===== config.mk =====
export PLATFORM = sky130hd
export DESIGN_NAME = tmp2_bcd
export DESIGN_NICKNAME = d
export VERILOG_FILES = /design/src/rtl/tmp2_bcd.sv
export SDC_FILE = /design/constraint.sdc
export NUM_CORES = 1
export LEC_CHECK = 0
export ABC_AREA = 1
export CAP_MARGIN = 20
export CORE_MARGIN = 4
export CORE_UTILIZATION = 50
export DETAILED_ROUTE_END_ITERATION = 16
export MAX_ROUTING_LAYER = met4
export PLACE_DENSITY = 0.73
export RECOVER_POWER = 25
export REMOVE_ABC_BUFFERS = 1
export SYNTH_ARGS = -nofsm -noshare
export SYNTH_HDL_FRONTEND = slang
export SYNTH_SLANG_ARGS = --single-unit

===== constraint.sdc =====
create_clock -name clk -period 4.2 [get_ports clk]
set_clock_uncertainty 0.15 [all_clocks]
set_input_delay 0.84 -clock clk [delete_from_list [all_inputs] [get_ports clk]]
set_output_delay 0.84 -clock clk [all_outputs]
set_load 0.01 [all_outputs]

===== src/rtl/tmp2_bcd.sv =====
// tmp2_bcd: converts a raw ADT7420 temperature word (value/128 degC) into
// sign-magnitude decimal: 3 BCD integer digits and 4 truncated BCD
// fraction digits. The integer part uses a 9-step double dabble and the
// fraction part uses 4 multiply-by-10 steps, so each conversion takes
// 14 cycles from the accepting edge to the valid_o pulse.
module tmp2_bcd (
  input  logic        clk,
  input  logic        rst,
  input  logic        valid_i,
  input  logic [15:0] temperature_i,
  input  logic        resolution_i,
  output logic        busy,
  output logic        valid_o,
  output logic        sign_o,
  output logic [11:0] int_bcd_o,
  output logic [15:0] frac_bcd_o,
  output logic        overrun_o
);

  typedef enum logic [1:0] {IDLE, INT, FRAC, DONE} state_t;

  state_t      state;
  logic        sign_reg;
  logic [8:0]  int_src;   // integer magnitude, consumed MSB first
  logic [11:0] int_acc;   // BCD integer accumulator
  logic [6:0]  frac_rem;  // remaining fraction numerator (over 128)
  logic [15:0] frac_acc;  // BCD fraction accumulator
  logic [3:0]  step;

  logic [15:0] word_masked;
  logic [15:0] mag;
  logic [7:0]  int_adj;
  logic [11:0] int_next;
  logic [10:0] frac_prod;
  logic [15:0] frac_next;

  // In 13-bit mode the low three bits are flags, not temperature data.
  // Two's-complement negation of 0x8000 wraps to 0x8000, which is the
  // correct unsigned magnitude.
  always_comb begin
    word_masked = resolution_i ? temperature_i : {temperature_i[15:3], 3'b000};
    mag         = word_masked[15] ? (~word_masked + 16'd1) : word_masked;
  end

  // Add-3 correction for the units and tens digits. The hundreds digit
  // tops out at 2 (largest magnitude is 256) and never needs correcting.
  genvar gi;
  generate
    for (gi = 0; gi < 2; gi++) begin : g_dabble
      assign int_adj[gi*4 +: 4] = (int_acc[gi*4 +: 4] >= 4'd5) ?
                                  int_acc[gi*4 +: 4] + 4'd3 :
                                  int_acc[gi*4 +: 4];
    end
  endgenerate

  // Shift the corrected accumulator left, pulling in the next source bit.
  always_comb begin
    int_next = {int_acc[10:8], int_adj, int_src[8]};
  end

  // One decimal fraction digit per step: the integer part of rem*10/128.
  always_comb begin
    frac_prod = {4'b0000, frac_rem} * 11'd10;
    frac_next = {frac_acc[11:0], frac_prod[10:7]};
  end

  // Conversion FSM with registered result, status and strobe outputs.
  always_ff @(posedge clk or posedge rst) begin
    if (rst) begin
      state      <= IDLE;
      sign_reg   <= 1'b0;
      int_src    <= '0;
      int_acc    <= '0;
      frac_rem   <= '0;
      frac_acc   <= '0;
      step       <= '0;
      busy       <= 1'b0;
      valid_o    <= 1'b0;
      sign_o     <= 1'b0;
      int_bcd_o  <= '0;
      frac_bcd_o <= '0;
      overrun_o  <= 1'b0;
    end else begin
      valid_o <= 1'b0;
      // A strobe arriving while a conversion is in flight is dropped.
      if (valid_i && state != IDLE) begin
        overrun_o <= 1'b1;
      end
      case (state)
        IDLE: begin
          if (valid_i) begin
            sign_reg  <= word_masked[15];
            int_src   <= mag[15:7];
            frac_rem  <= mag[6:0];
            int_acc   <= '0;
            frac_acc  <= '0;
            step      <= '0;
            overrun_o <= 1'b0;
            busy      <= 1'b1;
            state     <= INT;
          end
        end
        INT: begin
          int_acc <= int_next;
          int_src <= {int_src[7:0], 1'b0};
          if (step == 4'd8) begin
            step  <= '0;
            state <= FRAC;
          end else begin
            step <= step + 4'd1;
          end
        end
        FRAC: begin
          frac_acc <= frac_next;
          frac_rem <= frac_prod[6:0];
          if (step == 4'd3) begin
            // Publish results so they are visible during the DONE cycle.
            step       <= '0;
            sign_o     <= sign_reg;
            int_bcd_o  <= int_acc;
            frac_bcd_o <= frac_next;
            valid_o    <= 1'b1;
            state      <= DONE;
          end else begin
            step <= step + 4'd1;
          end
        end
        DONE: begin
          busy  <= 1'b0;
          state <= IDLE;
        end
        default: begin
          busy  <= 1'b0;
          state <= IDLE;
        end
      endcase
    end
  end

endmodule


==> run metrics, run 1 <==
status=finished clean; first-pass GRT wire length=14720 µm; Top delay family on crit path=simple AND/OR/NAND/NOR gates; H-tree Lvls=3; number of synthesized flops with an enable pin=0; Fin Setup TNS=0 ns; worst-path fanout max=39; Biggest register=frac_bcd_o; vias=3318; initial DRC count=135; Crit-path slowest cell=nor2_4; DIE HEIGHT=99.04 µm; Pwr Density=683.5 nW/µm²; gr ovfl total=0; Starting Density=52.54%; die width=99.04 µm; CTS Buf Count=9; die area=9809 µm²; worst-margin pin slew=0.8338 ns; hold_buf cts=0; largest net degree at the start of global routing=80; max reg flops=16; CP cell instances=inv_1, ha_1, inv_2, nor2_4, buf_4, nand2_1, o21a_1; final setup violation count=0; GR Util All Layers=18.67%; Final Max Tran Viols=0; post-cts resize count=0; area delta synth->final=18.60%; Routed Antenna Nets=0; Max Freq=0.3916 GHz; Mapped Avg Cell Area=8.633 µm²; Final Hold Viols=0; nets=574; Placed Instances=622; Netlist cell types=35; Req. time, crit path=4.28 ns; Yosys reg bits=79; Top FF cell, synth=dfrtp_1; Final HPWL DP=6089 µm; RSZ-0062 raised after global routing=no; CTS clock-pin slew for the worst setup and hold paths=0.08 ns; CTS Buffer Depth=2; min-delay worst type=register to register; RePlAce Congestion=0.8715; post-synthesis sequential area ratio=47.71%; Critical Path Sink Type=register; max cap viols=0; drt pass-1 iters=4; fillers=699; I/O Pins=52; CTS tree=built; Slew HR=44.28%; clk_lat worst skew=0.34 ns; Post-CTS Setup Inserts=0; DR vias/cell=5.201; Critical Path Max Stage Delay=0.69 ns; IO Port Bufs=51; Sink Count=79; share of layout cells above drive strength 1=9.328%; Yosys warnings=0; Synth async-reset ratio=100.0%; Routed WL=8350 µm; WP buf/inv=3; Post-Syn Area=4144 µm²; ant diodes=0; initial antenna violation count=0; post-DR wirelength/cell=13.09 µm; Cell Rows=32; area of the multi-input gates=1843 µm²; startpoint class of the critical path=register; LEAKAGE=0.002287 µW; FF/Latch Area=1977 µm²; WS Path Type=register to register; final cell count without fillers=638; number of global-route vias before repair=3215; Post-Syn Instances=480; Worst Path Arrival=2.63 ns; core area=7888 µm²; CTS root buf=clkbuf_8; Residual DRC=0; peak supply drop=0.3465 mV; period utilization=60.81%; Period minus WS final=2.554 ns
[power breakdown]
part	internal (µW)	switching, µW	total (µW)
logic	692	885	1580
registers	1070	170	1240
clock network	269	276	545
total	2030	1330	3360
[through the flow]
stage / setup slack [ns] / power [µW] / utilization (%) / area [µm²] / hold slack (ns)
global placement: 1.618 / 2783 / 59.64 / 4705 / 0.3162
finish: 1.646 / 3359 / 62.31 / 4915 / 0.3357
floorplan: 1.187 / 2255 / - / 4039 / 0.2976
detailed placement: 1.555 / 2843 / 59.64 / 4705 / 0.3182
global route: 1.384 / 3674 / 62.31 / 4915 / 0.3598
CTS: 1.588 / 3394 / 62.01 / 4891 / 0.3390
[synth_stat cells (all sizes together), types with 4 or more instances]
master	n	area, µm²
mux2	8	90.09
or2	5	31.28
nand2	112	425.4
inv	59	224.0
a21oi	19	98.85
buf	14	105.1
ha	21	262.8
nand3	34	170.2
xor2	4	35.03
nor2	35	148.9
o22ai	11	68.82
o21a	20	150.1
o21ai	44	231.5
dfrtp	79	1977
nand4	6	37.54
[worst paths after layout]
path	endpoint	slack (ns)	startpoint	depth (start not counted)
setup reg to reg	int_bcd_o[8]	1.65	state[0]	7
max in group asynchronous	frac_bcd_o[12]	2.15	rst	4
hold reg to reg	int_src[6]	0.34	int_src[6]	2
min in group asynchronous	int_bcd_o[5]	0.96	rst	3
hold / removal	int_src[6]	0.34	int_src[6]	2
setup / recovery	int_bcd_o[8]	1.65	state[0]	7
[kinds of logic after synthesis]
logic type / share of synthesized area (%)
fa+ha+maj: 6.824
flops: 47.71
xor+xnor: 1.057
simple gates: 19.63
compound gates: 14.43
buf+inv: 7.941
mux: 2.416
[layout by cell type, fill, tap and decap left out, types with 5 or more instances in the layout]
cell and n:
nand2_1 110, dfrtp_1 79, inv_1 52, clkdlybuf4s50_1 50
nand3_1 34, o21ai_0 32, nor2_1 28, ha_1 21
o21a_1 20, a21oi_1 18, o22ai_1 11, o21ai_1 9
clkbuf_8 9, mux2_2 8, nor2_2 6, nand4_1 6
inv_2 5
[worst reg2reg max path: stages (launching register included)]
cell,delay [ns]
dfrtp_1,0.42
inv_1,0.10
ha_1,0.41
inv_2,0.21
nor2_4,0.69
buf_4,0.30
nand2_1,0.07
o21a_1,0.10
[layout make-up]
class                           instances  share of cell area (%)
Sequential cell                        79                   40.22
Multi-Input combinational cell        328                   37.50
Timing Repair Buffer                   55                   11.33
Inverter                               59                   4.557
Tap cell                              102                   2.597
Clock buffer                            9                   2.520
Clock inverter                          6                   1.273
[metal layers]
metal / track usage (%) / part of all wire [%] / vias up
li1: - / - / 1674
met1: 24.46 / 47 / 1565
met3: 3.255 / 4.6 / 11
met5: - / 0 / -
met4: 6.408 / 1.4 / 0
met2: 29.34 / 47 / 68
Power figures use the tool's default switching activity.
==> inputs of run 2 (changes only) <==
--- a/config.mk
+++ b/config.mk
@@ -11,7 +11,7 @@
 export CORE_UTILIZATION = 50
 export DETAILED_ROUTE_END_ITERATION = 16
 export MAX_ROUTING_LAYER = met4
-export PLACE_DENSITY = 0.73
+export PLACE_DENSITY = 0.76
 export RECOVER_POWER = 25
 export REMOVE_ABC_BUFFERS = 1
 export SYNTH_ARGS = -nofsm -noshare
==> constraint.sdc (replaced) <==
create_clock -name clk -period 2.3 [get_ports clk]
set_clock_uncertainty 0.15 [all_clocks]
set_input_delay 0.46 -clock clk [delete_from_list [all_inputs] [get_ports clk]]
set_output_delay 0.46 -clock clk [all_outputs]
set_load 0.01 [all_outputs]
==> run metrics, run 2 (synthesis results as in run 1) <==
status=finished clean; area delta synth->final=22.49%; DR vias/cell=5.256 (+1.1%); Max Freq=0.4563 GHz (+17%); Biggest register=frac_bcd_o; Final HPWL DP=6434 µm (+5.7%); Residual DRC=0 (unchanged); IO Port Bufs=51 (unchanged); gr ovfl total=0 (unchanged); ant diodes=0 (unchanged); die area=9809 µm² (unchanged); Cell Rows=32 (unchanged); Hold Crit Depth=2 (unchanged); worst-margin pin slew=0.7321 ns (-0.1017 ns); Final Hold Viols=0 (unchanged); H-tree Lvls=3 (unchanged); share of layout cells above drive strength 1=11.72% (+2.4 points); min-delay worst type=register to register; CTS Buffer Depth=2 (unchanged); CTS Buf Count=9 (unchanged); Slew HR=51.14% (+6.9 points); Final Max Tran Viols=0 (unchanged); R2R Setup Slk=0.11 ns (-1.54 ns); Placed Area=4810 µm² (+2.2%); number of global-route vias before repair=3418 (+6.3%); Req. time, crit path=2.38 ns (-1.90 ns); Starting Density=52.54% (unchanged); largest net degree at the start of global routing=35 (-56%); Critical Path Max Stage Delay=0.41 ns (-0.28 ns); nets=583 (+1.6%); initial DRC count=116 (-14%); WP buf/inv=1 (-2); Crit. Startpoint=frac_rem[3]; Fin Setup TNS=0 ns (unchanged); Critical R2R Capture=frac_acc[0]; hold_buf cts=0 (unchanged); instance count on the critical path=8 (+1); Routed Antenna Nets=0 (unchanged); Pwr Total=6650 µW (+98%); Hold Crit Start=int_src[6]; crit path to=frac_acc[0]; CTS tree=built; WS Path Type=register to register; Sink Count=79 (unchanged); CP cell instances=buf_4, ha_1, ha_2, a21o_1, o21bai_1, or2_1, nand3_1, o21ai_1; final setup violation count=0 (unchanged); Top delay family on crit path=adder cells; first-pass GRT wire length=15390 µm (+4.6%); Worst Path Arrival=2.27 ns (-0.36 ns); worst-path fanout max=6 (-85%); die width=99.04 µm (unchanged); RSZ-0062 raised after global routing=no; reg-to-reg critical path startpoint=frac_rem[3]; post-route cell area=5076 µm² (+3.3%); CTS clock-pin slew for the worst setup and hold paths=0.08 ns (about the same); post-DR wirelength/cell=13.73 µm (+4.9%); core area=7888 µm² (unchanged); Pwr Density=1310 nW/µm² (+92%); Crit-path slowest cell=dfrtp_1; Register-to-Register Path Depth=8 (+1); most frequent cells in the layout=nand2_1 (109), dfrtp_1 (79), inv_1 (52), clkdlybuf4s50_1 (50), nand3_1 (34); Period minus WS final=2.191 ns (-0.3625 ns); Routed WL=8896 µm (+6.5%); DIE HEIGHT=99.04 µm (unchanged); CTS root buf=clkbuf_8; RePlAce Congestion=0.9421 (+8.1%); peak supply drop=0.5048 mV (+46%); startpoint class of the critical path=register; Critical Path Sink Type=register; initial antenna violation count=0 (unchanged); period utilization=95.28% (+34 points); drt pass-1 iters=4 (unchanged); commonest non-fill, non-tap cell in the layout=nand2_1; vias=3406 (+2.7%); GR Util All Layers=19.59% (+0.92 points); LEAKAGE=0.002373 µW (+3.8%); max cap viols=0 (unchanged); I/O Pins=52 (unchanged); max reg flops=16 (unchanged); clk_lat worst skew=0.35 ns (about the same)
[run 2: changes by cell type in the layout (fill, tap and decap cells not counted), moves of 2 or more]
cell / previous run / this run
buf_12: 0 / 2
clkinvlp_4: 3 / 0
buf_4: 2 / 10
ha_2: 0 / 2
clkinv_2: 2 / 0
ha_1: 21 / 19
bufinv_16: 1 / 4
[run 2: timing repair]
action | CTS | global route
resized for setup | 0 | 6
endpoints found under the setup margin | 0 | 3
buffers inserted | 0 | 1
[run 2: area by class of cell]
class | instances | area (µm²)
Fill cell | 675 | 2811
Sequential cell | 79 | 1977
Multi-Input combinational cell | 328 | 1857
Timing Repair Buffer | 64 | 630.6
Inverter | 59 | 224.0
Clock buffer | 11 | 131.4
Clock inverter | 5 | 128.9
Tap cell | 102 | 127.6
[run 2: tightest hold or removal path, cell delays in order (launching register included)]
cell and delay, ns:
dfrtp_1 0.35, nand2_1 0.05, nand2_1 0.05
[run 2: worst min path at each step]
stage,to,slack (ns)
after floorplan,int_acc[11],0.30
after global placement,int_src[7],0.31
after detailed placement,int_src[2],0.32
after CTS,int_bcd_o[6],0.29
after global routing,frac_bcd_o[11],0.35
final,int_src[6],0.33
[run 2: per-layer routing]
layer | up-vias | share of wire, % | routed length, µm | track usage (%)
li1 | 1695 | - | - | -
met1 | 1622 | 46 | 4108 | 24.85
met2 | 77 | 48 | 4274 | 31.66
met3 | 12 | 4.3 | 384 | 4.176
met4 | 0 | 1.5 | 129 | 5.777
met5 | - | 0 | 0 | -
[run 2: stage by stage]
stage	setup slack, ns	hold WS (ns)	utilization (%)	instances
6_report	0.1086	0.3340	64.36	648
5_1_grt	0.01794	0.3548	64.36	648
2_1_floorplan	-0.3352	0.2976	-	466
3_3_place_gp	0.1275	0.3136	60.98	631
3_5_place_dp	0.06017	0.3179	60.98	631
4_1_cts	0.1125	0.2896	64.28	647
[run 2: power breakdown]
part / internal [µW] / switching [µW] / total (µW)
logic: 1350 / 1680 / 3040
registers: 1950 / 318 / 2270
clock network: 836 / 511 / 1350
total: 4140 / 2510 / 6650
